### src/rtl/cpu_control_unit.sv
// Multi-cycle fetch/decode/execute sequencer for the 8-bit RISC core (PC, IR, 4x8 regfile, zero flag).
// Optional CTRL_ILLEGAL_TRAP_EN: illegal opcodes halt the core and raise a sticky illegal output.
module cpu_control_unit #(
  parameter logic [7:0] RESET_PC = 8'h00
) (
  input  logic       clk,
  input  logic       rst_n,
  output logic       mem_req,
  output logic [7:0] mem_addr,
  input  logic [7:0] mem_rdata,
  input  logic       mem_ready,
  output logic [7:0] alu_a,
  output logic [7:0] alu_b,
  output logic [2:0] alu_sel,
  input  logic [7:0] alu_out,
  input  logic       alu_zero,
  output logic [7:0] pc,
  output logic       z_flag,
  output logic       halted
`ifdef CTRL_ILLEGAL_TRAP_EN
  ,
  output logic       illegal
`endif
);

  typedef enum logic [2:0] {
    S_FETCH, S_DECODE, S_FETCH_IMM, S_EXECUTE, S_WRITEBACK, S_HALT
  } state_t;

  localparam logic [3:0] OP_LDI  = 4'h5;
  localparam logic [3:0] OP_JMP  = 4'h6;
  localparam logic [3:0] OP_JZ   = 4'h7;
  localparam logic [3:0] OP_MOV  = 4'h8;
  localparam logic [3:0] OP_HALT = 4'hF;

  state_t     state, state_next;
  logic [7:0] ir, imm, res;
  logic       res_zero;
  logic [7:0] regs [4];
  logic [7:0] pc_next, reg_wdata;
  logic       ir_load, imm_load, res_load, reg_we, z_we;
  logic [3:0] opcode;
  logic [1:0] rd, rs;
  logic       is_alu;
`ifdef CTRL_ILLEGAL_TRAP_EN
  logic       illegal_set;
`endif

  assign opcode   = ir[7:4];
  assign rd       = ir[3:2];
  assign rs       = ir[1:0];
  assign is_alu   = (opcode <= 4'd4);
  assign alu_a    = regs[rd];
  assign alu_b    = regs[rs];
  assign mem_addr = pc;
  assign halted   = (state == S_HALT);
  // State resets to FETCH asynchronously, so the request must be gated by rst_n itself.
  assign mem_req  = rst_n && ((state == S_FETCH) || (state == S_FETCH_IMM));

  always_comb begin
    state_next = state;
    pc_next    = pc;
    ir_load    = 1'b0;
    imm_load   = 1'b0;
    res_load   = 1'b0;
    reg_we     = 1'b0;
    reg_wdata  = '0;
    z_we       = 1'b0;
    alu_sel    = 3'b111;
`ifdef CTRL_ILLEGAL_TRAP_EN
    illegal_set = 1'b0;
`endif
    case (state)
      S_FETCH: if (mem_ready) begin
        ir_load    = 1'b1;
        pc_next    = pc + 8'd1;
        state_next = S_DECODE;
      end
      S_DECODE: begin
        case (opcode)
          OP_LDI, OP_JMP, OP_JZ: state_next = S_FETCH_IMM;
          OP_MOV:                state_next = S_EXECUTE;
          OP_HALT:               state_next = S_HALT;
          default: begin
            if (is_alu) state_next = S_EXECUTE;
            else begin
`ifdef CTRL_ILLEGAL_TRAP_EN
              illegal_set = 1'b1;
              state_next  = S_HALT;
`else
              state_next  = S_FETCH;
`endif
            end
          end
        endcase
      end
      S_FETCH_IMM: if (mem_ready) begin
        imm_load   = 1'b1;
        pc_next    = pc + 8'd1;
        state_next = S_EXECUTE;
      end
      S_EXECUTE: begin
        if (is_alu) begin
          alu_sel    = opcode[2:0];
          res_load   = 1'b1;
          state_next = S_WRITEBACK;
        end else begin
          case (opcode)
            OP_JMP: begin
              pc_next    = imm;
              state_next = S_FETCH;
            end
            OP_JZ: begin
              if (z_flag) pc_next = imm;
              state_next = S_FETCH;
            end
            default: state_next = S_WRITEBACK;
          endcase
        end
      end
      S_WRITEBACK: begin
        reg_we     = 1'b1;
        state_next = S_FETCH;
        if (is_alu) begin
          reg_wdata = res;
          z_we      = 1'b1;
        end else if (opcode == OP_LDI) begin
          reg_wdata = imm;
        end else begin
          reg_wdata = regs[rs];
        end
      end
      S_HALT: state_next = S_HALT;
      default: state_next = S_FETCH;
    endcase
  end

  always_ff @(posedge clk or negedge rst_n) begin
    if (!rst_n) begin
      state    <= S_FETCH;
      pc       <= RESET_PC;
      ir       <= '0;
      imm      <= '0;
      res      <= '0;
      res_zero <= 1'b0;
      z_flag   <= 1'b0;
      for (int unsigned i = 0; i < 4; i++) regs[i] <= '0;
    end else begin
      state <= state_next;
      pc    <= pc_next;
      if (ir_load)  ir  <= mem_rdata;
      if (imm_load) imm <= mem_rdata;
      if (res_load) begin
        res      <= alu_out;
        res_zero <= alu_zero;
      end
      if (reg_we) regs[rd] <= reg_wdata;
      if (z_we)   z_flag   <= res_zero;
    end
  end

`ifdef CTRL_ILLEGAL_TRAP_EN
  always_ff @(posedge clk or negedge rst_n) begin
    if (!rst_n)           illegal <= 1'b0;
    else if (illegal_set) illegal <= 1'b1;
  end
`endif

endmodule
### config.mk
export PLATFORM = sky130hd
export DESIGN_NAME = cpu_control_unit
export DESIGN_NICKNAME = d
export VERILOG_FILES = /design/src/rtl/cpu_control_unit.sv
export SDC_FILE = /design/constraint.sdc
export NUM_CORES = 1
export LEC_CHECK = 0
export CORE_MARGIN = 5
export CORE_UTILIZATION = 40
export DETAILED_ROUTE_END_ITERATION = 6
export GPL_ROUTABILITY_DRIVEN = 0
export PLACE_DENSITY_LB_ADDON = 0.2
export SLEW_MARGIN = 20
export SYNTH_ARGS = -nofsm -noshare
export SYNTH_HDL_FRONTEND = slang
export SYNTH_SLANG_ARGS = --single-unit
export TNS_END_PERCENT = 1
### constraint.sdc
create_clock -name clk -period 2.33 [get_ports clk]
set_clock_uncertainty 0.05 [all_clocks]
set_input_delay 0.3495 -clock clk [delete_from_list [all_inputs] [get_ports clk]]
set_output_delay 0.3495 -clock clk [all_outputs]
set_load 0.02 [all_outputs]
* Word-level counts from Yosys, hierarchy flattened
Index checks and enable logic that the tools add are counted.
** Word-level totals
- Input bits :: 20
- Output and inout port bits :: 38
- Register bits after elaboration :: 69
- Logic and storage cells :: 77
** Operators by class
- Equal/unequal tests :: 16
- Bitwise operators :: 2
- Mux-type cells :: 33
- Reductions and logical operators :: 10
- $lt $le $gt $ge :: 4
- $add $sub $neg :: 1
** Operators with widths (number)
- 8-bit 2-to-1 mux :: 11
- 8-bit binary-select mux with 2-bit select :: 2
- 32-bit bitwise mux :: 1
- 8-bit case mux with 2 select lines :: 2
- 3-bit 2-to-1 mux :: 6
- 8-bit demux with 2-bit select :: 1
- 3-bit case mux with 5 select lines :: 1
- 4-bit by 3-bit == test with 1-bit output, second input constant :: 3
- 3-bit case mux with 3 select lines :: 1
- 8-bit by 1-bit adder with 8-bit output, second input constant :: 1
- 4-bit == test, second input constant :: 2
- 1-bit 2-to-1 mux :: 7
- 3-bit by 2-bit == test with 1-bit output, second input constant :: 2
- 3-bit == test, second input constant :: 2
- 3-bit >= comparator, second input constant :: 2
- 2-bit inequality test, second input constant :: 3
- 2-bit NOT with 3-bit output :: 2
- 5-bit AND reduction :: 1
- 4-bit by 3-bit less-or-equal comparator with 1-bit output, second input constant :: 1
- 2-bit OR reduction :: 2
- 3-bit by 1-bit == test with 1-bit output, second input constant :: 1
- 3-bit zero test :: 1
- 3-bit by 1-bit < comparator with 1-bit output, second input constant :: 1
- 3-bit by 2-bit inequality test with 1-bit output, second input constant :: 1
- 8 further kinds :: 9

* Depth between registers and ports, before layout
Gate-level depths: netlist of the first run.
- Depth after elaboration :: 8
- Mapped depth :: 7
- Depth with buffers taken out :: 5

* Worst setup path after synthesis of the first run
OpenSTA, ideal clock, no wires.
- Kind :: flip-flop to output port
- Start :: reg ir[5]
- End :: out alu_sel[0]
- Stages on the path, launching flop included :: 7
- Setup slack :: 327 ps
- Required time :: 1931 ps
- Path buffers :: 3
- Arrival :: 1604 ps
- Cell sequence :: dfrtp_1 > buf_2 > o21a_1 > buf_2 > or2_4 > buf_2 > or3_1
** Between the ends
- Longest elaborated chain between the ends :: 3
** Ends and longest elaborated chain
- from (decl) :: RTL line 37 : logic [7:0] ir, imm, res;
- from (signal assigned) :: RTL line 151 : if (ir_load) ir <= mem_rdata;
- 4-bit by 3-bit less-or-equal comparator with 1-bit output :: RTL line 52 : assign is_alu = (opcode <= 4'd4);
- 3-bit 2-to-1 mux :: RTL line 103 : if (is_alu) begin
- 3-bit 2-to-1 mux :: RTL line 73 : case (state)
- to (decl) :: RTL line 14 : output logic [2:0] alu_sel,
Every way passes these cells.

* Final worst setup path of the first run
- Start :: reg state[1]
- End :: out halted
** Between the ends
- Longest elaborated chain between the ends :: 1
** Ends and longest elaborated chain
- from (decl) :: RTL line 36 : state_t state, state_next;
- from (signal assigned) :: RTL line 149 : state <= state_next;
- 3-bit == test :: RTL line 56 : assign halted = (state == S_HALT);
- to (decl) :: RTL line 19 : output logic halted
Every way passes these cells.

==> run metrics, run 1 <==
status=completed; cell leakage power=1.93 nW; Setup TNS=0 ps; dpl hpwl=6300 um; Total Power=7.24 mW; starting density of the core=41.4%; vias post-DR=2,622; Crit Path Class=reg -> out; Worst-path clk slew=70 ps; drt via density=5.57; crit path time final=2190 ps; fin. max-slew vios=0; Die Wd=105 um; CP max FO=8; RSZ-0062 raised after global routing=no; Post-Syn Instances=293; DRC Markers=0; most frequent cells in the layout=69 x dfrtp_1, 58 x mux2_2, 37 x clkdlybuf4s50_1, 25 x nand2_1, 22 x buf_4; initial antenna violation count=0; Post-synth EDFFs=0; Most used DFF post-synth=dfrtp_1; slowest cell delay on critical path=610 ps; crit path capture type=primary output; Buffers on Ports=57; sequential area share after synthesis=47.6%; GR Util All Layers=16.4%; I/O pin count=58; DRT Wirelength=8770 um; final net count=379; Synthesized Nets=314; post-synth top area share=47.6%; DRT iter0 DRCs=86; vias in the first global route=2,787; Root Buffer=clkbuf_8; WP data required=1930 ps; CP delay by family, top=buffers and inverters; Worst Path Buf+Inv=2; Hold Crit Class=in -> async; Post-Syn Area=3630 um^2; die area=11,100 um^2; CP cell instances=buf_4 -> nand2b_1 -> nor2_1 -> clkdlybuf4s50_1; first-pass GRT wire length=14,400 um; Cell Pwr Density=1600 nW/um^2; Worst-Margin Slew=879 ps; Synth cell types=47; top cells by area, synth=dfrtp_1 48%, mux2_2 18%, mux4_2 9.9%, nand2_1 2.6%, a31oi_1 2.2%; Slew HR=41.4%; n_diodes=0; share of cells above drive strength 1=33.3%; Longest Clk Path Bufs=2; nature of the critical path startpoint=flop; Avg Cell Area, Syn=12.4 um^2; # rows=34; H-tree levels=3; final hold vios=0; Die Height=105 um; Worst-Skew Late Latency=340 ps; fraction of registers with async set/reset=100%; final setup violation count=0; Post-CTS Hold Buffers=0; met2 WL=4300 um; Pre-Repair DR Iteration Count=4; f_max=0.457 GHz; wl on met1=3850 um; top routing layer used=met4; Synth area leader=dfrtp_1; commonest non-fill, non-tap cell in the layout=dfrtp_1; Area Overhead vs Synth=24.8%; VDD IR max=0.867 mV; Worst path slowest cell=clkdlybuf4s50_1; Final Cycle Share=93.8%; largest net degree at the start of global routing=70; routed wl met3=473 um; Ys Warns=0; clk sinks=69; WP data arrival=1790 ps; TritonCTS Buffers=9; maxcap violations=0; grt ovf=0; R2R cell count=5; CTS tree=built; critical path depth=4; core footprint=8760 um^2; Antenna Nets Post-Route=0; register bit total from synthesis=69; post-DR wirelength/cell=18.6 um
[where the power goes]
group	switching, mW	internal, mW	leakage, nW
combinational	2.00	1.97	0.988
clock	0.465	0.488	0.0987
sequential	0.530	1.79	0.847
[final timing paths]
kind	start	to	slack [ps]
setup / recovery	state[1]	halted	140
hold / removal	rst_n	state[1]	130
setup reg to reg	state[2]	regs[10]	330
hold reg to reg	res_zero	z_flag	450
max in group asynchronous	rst_n	imm[5]	1490
min in group clk	res_zero	z_flag	450
[worst reg2reg max path: stages (launching register included)]
cell and delay [ps]:
dfrtp_1 380, buf_4 170, or3b_1 510, nor2_1 140, nand2_1 270, mux2_2 370
[sequential cells by signal, indices dropped and copies added (netlist names)]
register / flops
imm: 8
ir: 8
mem_addr: 8
regs: 32
res: 8
res_zero: 1
state: 3
z_flag: 1
[Yosys cell counts, types with 5 or more instances]
| library cell | count |
|---|---|
| clkbuf_1 | 7 |
| a31oi_1 | 13 |
| nand2_1 | 25 |
| o21ai_0 | 7 |
| mux2_2 | 58 |
| nand3_1 | 6 |
| buf_2 | 5 |
| nor3_1 | 12 |
| nor2_1 | 9 |
| mux4_2 | 16 |
| dfrtp_1 | 69 |
| buf_4 | 9 |
[area by class of cell]
| cell class | instances | area [um^2] |
|---|---|---|
| fill | 807 | 4240 |
| multi-input combinational | 194 | 1730 |
| sequential | 69 | 1730 |
| timing repair buffer | 80 | 727 |
| tap | 108 | 135 |
| clock buffer | 9 | 124 |
| clock inverter | 7 | 66.3 |
| inverter | 4 | 15.0 |
[layer usage]
metal	GRT usage (%)	vias to the layer above
met2	27.5	67
met4	5.39	0
met1	20.7	1315
met5	0	-
li1	-	1224
met3	4.40	16
[repair_timing]
item,in CTS,in global routing
setup endpoints to repair,19,0
setup buffers,0,0
gates resized for setup,19,0
[through the flow]
stage	setup WS, ps	cell area [um^2]	hold slack [ps]	utilization [%]	cells
3_3_place_gp	316	4360	437	49.8	455
2_1_floorplan	327	3630	3.91	-	293
4_1_cts	106	4530	198	51.7	471
3_5_place_dp	293	4360	435	49.8	455
6_report	144	4530	132	51.7	471
5_1_grt	48.0	4530	258	51.7	471
[logic make-up (layout without fill, tap and decap cells)]
kind of cell             Yosys count  count (layout)  share of synthesized area [%]
multiplexers                      76              76                           28.5
buffers and inverters             30             100                           4.65
flip-flops                        69              69                           47.6
AND/OR/NAND/NOR                   75              75                           11.4
adder cells (fa/ha/maj)            1               1                          0.345
AO/OA/AOI/OAI                     42              42                           7.58
Note: power is estimated with default switching activity, not from simulation.
==> run 2: changes to the inputs <==
HOLD_SLACK_MARGIN = 0.1   (was unset)
SETUP_SLACK_MARGIN = 0.1   (was unset)
==> run metrics, run 2 (synthesis results as in run 1) <==
fin. max-slew vios=0 (unchanged); clock network fraction of design power=13.2% (about the same); Final Cycle Share=93.3% (was 93.8%); final hold vios=0 (unchanged); nature of the critical path startpoint=flop (unchanged); CP cell instances=o21a_1 -> or2_4 -> or3_1 -> dlygate4sd2_1 (was buf_4 -> nand2b_1 -> nor2_1 -> clkdlybuf4s50_1); CTS tree=built (unchanged); crit path capture type=primary output (unchanged); most frequent cells in the layout=69 x dfrtp_1, 58 x mux2_2, 36 x clkdlybuf4s50_1, 25 x nand2_1, 22 x buf_4 (was 69 x dfrtp_1, 58 x mux2_2, 37 x clkdlybuf4s50_1, 25 x nand2_1, 22 x buf_4); Area Overhead vs Synth=24.8% (about the same); postcts setup bufs=0 (unchanged); Worst path slowest cell=dfrtp_1 (was clkdlybuf4s50_1); RSZ-0062 raised after global routing=yes (was no); die area=11,100 um^2 (unchanged); CP max FO=3 (was 8); Antenna Nets Post-Route=0 (unchanged); TritonCTS Buffers=9 (unchanged); reg-to-reg slack, setup=330 ps (about the same); DRT Wirelength=8740 um (was 8770 um); dpl hpwl=6300 um (unchanged); first-pass GRT wire length=14,400 um (unchanged); Layout Utilization=51.7% (about the same); share of cells above drive strength 1=33.3% (unchanged); Buffers on Ports=57 (unchanged); Switching Share=41.3% (about the same); drt via density=5.53 (was 5.57); I/O pin count=58 (unchanged); max FFs per register=32 (unchanged); Total Power=7.24 mW (about the same); f_max=0.460 GHz (was 0.457 GHz); commonest non-fill, non-tap cell in the layout=dfrtp_1 (unchanged); cell leakage power=1.95 nW (was 1.93 nW); core footprint=8760 um^2 (unchanged); Slew HR=41.5% (was 41.4%); Die Wd=105 um (unchanged); Worst-path clk slew=70 ps (about the same); vias in the first global route=2,787 (unchanged); largest net degree at the start of global routing=70 (unchanged); RR Startpoint=state[2] (unchanged); H-tree levels=3 (unchanged); Die Height=105 um (unchanged); crit path time final=2170 ps (was 2190 ps); Seq pwr share=32.1% (was 32.0%); final net count=379 (unchanged); grt ovf=0 (unchanged); clk sinks=69 (unchanged); Crit Path Class=reg -> out (unchanged); status=completed (unchanged); GR Util All Layers=16.4% (unchanged); NetSw=2.99 mW (about the same); Largest Register=regs (unchanged); post-DR wirelength/cell=18.5 um (was 18.6 um); Root Buffer=clkbuf_8 (unchanged); R2R cell count=5 (unchanged); Post-CTS Hold Buffers=0 (unchanged); Hold Crit Class=in -> async (unchanged); WP data required=1930 ps (about the same); n_diodes=0 (unchanged); final non-filler cell area=4530 um^2 (about the same); VDD IR max=0.867 mV (about the same); Setup TNS=0 ps (unchanged); Internal Pwr Total=4.25 mW (about the same); # rows=34 (unchanged); Pre-Repair DR Iteration Count=4 (unchanged); DRC Markers=0 (unchanged); Longest Clk Path Bufs=2 (unchanged); placed instance area=4360 um^2 (unchanged); Worst-Margin Slew=877 ps (was 879 ps); combinational share of power=54.8% (about the same); Cell Pwr Density=1600 nW/um^2 (about the same); final setup violation count=0 (unchanged); slowest cell delay on critical path=380 ps (was 610 ps); maxcap violations=0 (unchanged); Worst-Skew Late Latency=340 ps (about the same); DRT iter0 DRCs=87 (was 86); worst reg2reg endpoint=regs[10] (unchanged); WP data arrival=1780 ps (was 1790 ps); initial antenna violation count=0 (unchanged); post-CTS sizing=19 (unchanged); starting density of the core=41.4% (unchanged); vias post-DR=2,604 (was 2,622)
[run 2: changes by cell type in the layout (fill, tap and decap cells not counted)]
cell,before,now
dlymetal6s2s_1,0,1
clkdlybuf4s50_1,37,36
[run 2: power by group through the flow]
stage	combinational (mW)	clock (mW)	sequential, mW
final	3.97	0.952	2.32
after global routing	4.29	1.03	2.41
after CTS	4.00	0.974	2.32
after detailed placement	4.18	0	2.34
after floorplan	2.72	0	2.23
after global placement	4.13	0	2.31
[run 2: layout make-up]
cell class | instances | area (um^2)
repair buffers | 80 | 729
inverters | 4 | 15.0
multi-input cells | 194 | 1730
flip-flops and latches | 69 | 1730
clock buffers | 9 | 124
well taps | 108 | 135
clock inverters | 7 | 66.3
fillers | 808 | 4230
[run 2: routing by layer]
layer | wire length, um | share of wire (%) | vias to the layer above | GRT usage, %
met5 | 0 | 0 | - | 0
met4 | 150 | 1.7 | 0 | 5.39
met3 | 480 | 5.5 | 16 | 4.40
met2 | 4250 | 49 | 64 | 27.5
met1 | 3860 | 44 | 1301 | 20.7
li1 | - | - | 1223 | -
[run 2: critical path: cells and delay by family (launching register included)]
family	cells	cell delay, ps
and+or+nand+nor	2	520
buffers and inverters	1	320
AOI/OAI and AO/OA	1	200
DFF	1	380
[run 2: worst max path at each step]
stage            endpoint     start  depth (start not counted)  slack [ps]
2_1_floorplan  alu_sel[0]     ir[5]                          6         330
3_3_place_gp   alu_sel[1]     ir[4]                          4         320
3_5_place_dp   alu_sel[0]     ir[4]                          4         290
4_1_cts            halted  state[1]                          4         110
5_1_grt        alu_sel[1]     ir[4]                          4          70
6_report       alu_sel[0]     ir[4]                          4         160
[run 2: stage by stage]
stage                     cells  setup slack, ps  hold slack, ps
after floorplan             293              327            3.91
after global placement      455              316             437
after detailed placement    455              293             435
after CTS                   471              106             198
after global routing        471             72.0             258
final                       471              155             133
==> run 3: changes to the inputs <==
--- a/config.mk
+++ b/config.mk
@@ -12,3 +12,3 @@
 export HOLD_SLACK_MARGIN = 0.1
-export PLACE_DENSITY_LB_ADDON = 0.2
+export PLACE_DENSITY = 0.6
 export SETUP_SLACK_MARGIN = 0.1
==> constraint.sdc (replaced) <==
create_clock -name clk -period 2.1 [get_ports clk]
set_clock_uncertainty 0.05 [all_clocks]
set_input_delay 0.525 -clock clk [delete_from_list [all_inputs] [get_ports clk]]
set_output_delay 0.525 -clock clk [all_outputs]
set_load 0.02 [all_outputs]
==> run metrics, run 3 (synthesis results as in run 1) <==
DRT Wirelength=9090 um (was 8740 um); WP data arrival=1630 ps (was 1780 ps); status=complete, but fails checks (was completed); top routing layer used=met4 (unchanged); post-route insts no fill=491 (was 471); Crit Path Class=reg -> out (unchanged); core footprint=8760 um^2 (unchanged); final net count=399 (was 379); drt via density=5.50 (was 5.53); dpl cells=471 (was 455); H-tree levels=3 (unchanged); Seq pwr share=29.1% (was 32.1%); cell leakage power=2.09 nW (was 1.95 nW); vias post-DR=2,702 (was 2,604); Pre-Repair DR Iteration Count=5 (was 4); hold slack=319 ps (was 133 ps); clock network fraction of design power=13.9% (was 13.2%); Internal Pwr Total=5.21 mW (was 4.25 mW); post-placement setup slack=-156 ps (was 293 ps); Layout Utilization=54.7% (was 51.7%); met2 WL=4570 um (was 4250 um); CP max FO=4 (was 3); largest net degree at the start of global routing=70 (unchanged); Buffers on Ports=57 (unchanged); Worst-Margin Slew=870 ps (was 877 ps); nature of the critical path startpoint=flop (unchanged); Total Power=8.74 mW (was 7.24 mW); area of the multi-input gates=1820 um^2 (was 1730 um^2); f_max=0.453 GHz; crit path capture type=primary output (unchanged); Die Wd=105 um (unchanged); grt ovf=0 (unchanged); post-DR wirelength/cell=18.5 um (about the same); initial antenna violation count=0 (unchanged); RSZ-0062 raised after global routing=yes (unchanged); final hold vios=0 (unchanged); CTS tree=built (unchanged); Longest Clk Path Bufs=2 (unchanged); fin. max-slew vios=0 (unchanged); # fillers=748 (was 808); worst setup margin=-107 ps (was 155 ps); Worst-Skew Late Latency=340 ps (about the same); wl on met1=4070 um (was 3860 um); Hold Crit Class=in -> async (unchanged); Final Cycle Share=105%; NetSw=3.53 mW (was 2.99 mW); starting density of the core=41.4% (unchanged); share of cells above drive strength 1=45.7% (was 33.3%); I/O pin count=58 (unchanged); Slew HR=42.0% (was 41.5%); Area Overhead vs Synth=32.0% (was 24.8%); Post-CTS Hold Buffers=0 (unchanged); Root Buffer=clkbuf_8 (unchanged); Cell Pwr Density=1820 nW/um^2 (was 1600 nW/um^2); most frequent cells in the layout=68 x dfrtp_1, 58 x mux2_2, 39 x buf_4, 25 x nand2_1, 23 x clkdlybuf4s50_1 (was 69 x dfrtp_1, 58 x mux2_2, 36 x clkdlybuf4s50_1, 25 x nand2_1, 22 x buf_4); Largest Register=regs (unchanged); combinational share of power=56.9% (was 54.8%); Antenna Nets Post-Route=0 (unchanged); n_diodes=0 (unchanged); dpl hpwl=6650 um (was 6300 um); max FFs per register=32 (unchanged); clk sinks=69 (unchanged); crit path time final=2210 ps; commonest non-fill, non-tap cell in the layout=dfrtp_1 (unchanged); register area=1730 um^2 (about the same); maxcap violations=0 (unchanged); final setup violation count=18 (was 0); vias in the first global route=2,847 (was 2,787); first-pass GRT wire length=15,000 um (was 14,400 um); Die Height=105 um (unchanged); VDD IR max=1.04 mV (was 0.867 mV); # rows=34 (unchanged); DRT iter0 DRCs=68 (was 87); GR Util All Layers=16.9% (was 16.4%); failing checks=setup timing; WP data required=1520 ps (was 1930 ps); DRC Markers=0 (unchanged); Worst-path clk slew=80 ps (was 70 ps); die area=11,100 um^2 (unchanged); TritonCTS Buffers=9 (unchanged); routed wl met3=368 um (was 480 um); Switching Share=40.4% (was 41.3%)
==> run 3: changes by cell type in the layout (fill, tap and decap cells not counted), moves of 6 or more <==
cell             change
clkdlybuf4s50_1     -13
a31oi_1              -8
buf_4               +17
a31oi_2              +6
buf_6                +8
dlygate4sd2_1       -11
buf_2               +14
==> run 3: through the flow <==
step | setup TNS, ps | instance area [um^2]
final | -731 | 4790
after global routing | -1830 | 4790
after CTS | -1110 | 4710
after detailed placement | -1450 | 4520
after global placement | -1290 | 4520
after floorplan | -84.4 | 3640
==> run 3: final cells by class <==
cell class / count / area share (%)
clock buffers: 10 / 2.87
inverters: 4 / 0.313
well taps: 108 / 2.82
flip-flops and latches: 69 / 36.1
repair buffers: 100 / 18.1
clock inverters: 6 / 1.80
multi-input cells: 194 / 38.0
==> run 3: path summary, 6_finish.rpt <==
kind / from / end / slack, ps / cells after the start
max in group asynchronous: rst_n / ir[1] / 1040 / 2
setup reg to reg: ir[7] / regs[20] / 150 / 7
hold reg to reg: res[3] / res[3] / 470 / 1
hold / removal: rst_n / state[2] / 320 / 2
setup / recovery: ir[4] / alu_sel[1] / -110 / 4
min in group clk: res[3] / res[3] / 470 / 1
==> run 3: worst max-delay path, stage by stage (launching register included) <==
cell,delay [ps]
dfrtp_1,380
o21a_1,200
or2_4,240
or3_4,340
buf_6,140
==> run 3: routing by layer <==
metal	vias to the layer above	global-route usage (%)
met5	-	0
met4	0	4.66
met3	8	3.30
met2	68	28.3
met1	1369	22.3
li1	1257	-
==> run 3: power groups by stage <==
stage	clock network (mW)	registers (mW)	logic (mW)
2_1_floorplan	0	2.48	3.02
3_3_place_gp	0	2.53	4.93
3_5_place_dp	0	2.57	4.97
4_1_cts	1.23	2.55	4.76
5_1_grt	1.30	2.64	5.38
6_report	1.22	2.55	4.98
==> run 3: timing repair <==
| item | in CTS | in global routing |
|---|---|---|
| pin swaps | 1 | 2 |
| setup endpoints to repair | 39 | 52 |
| buffers inserted | 4 | 0 |
| resized for setup | 104 | 21 |
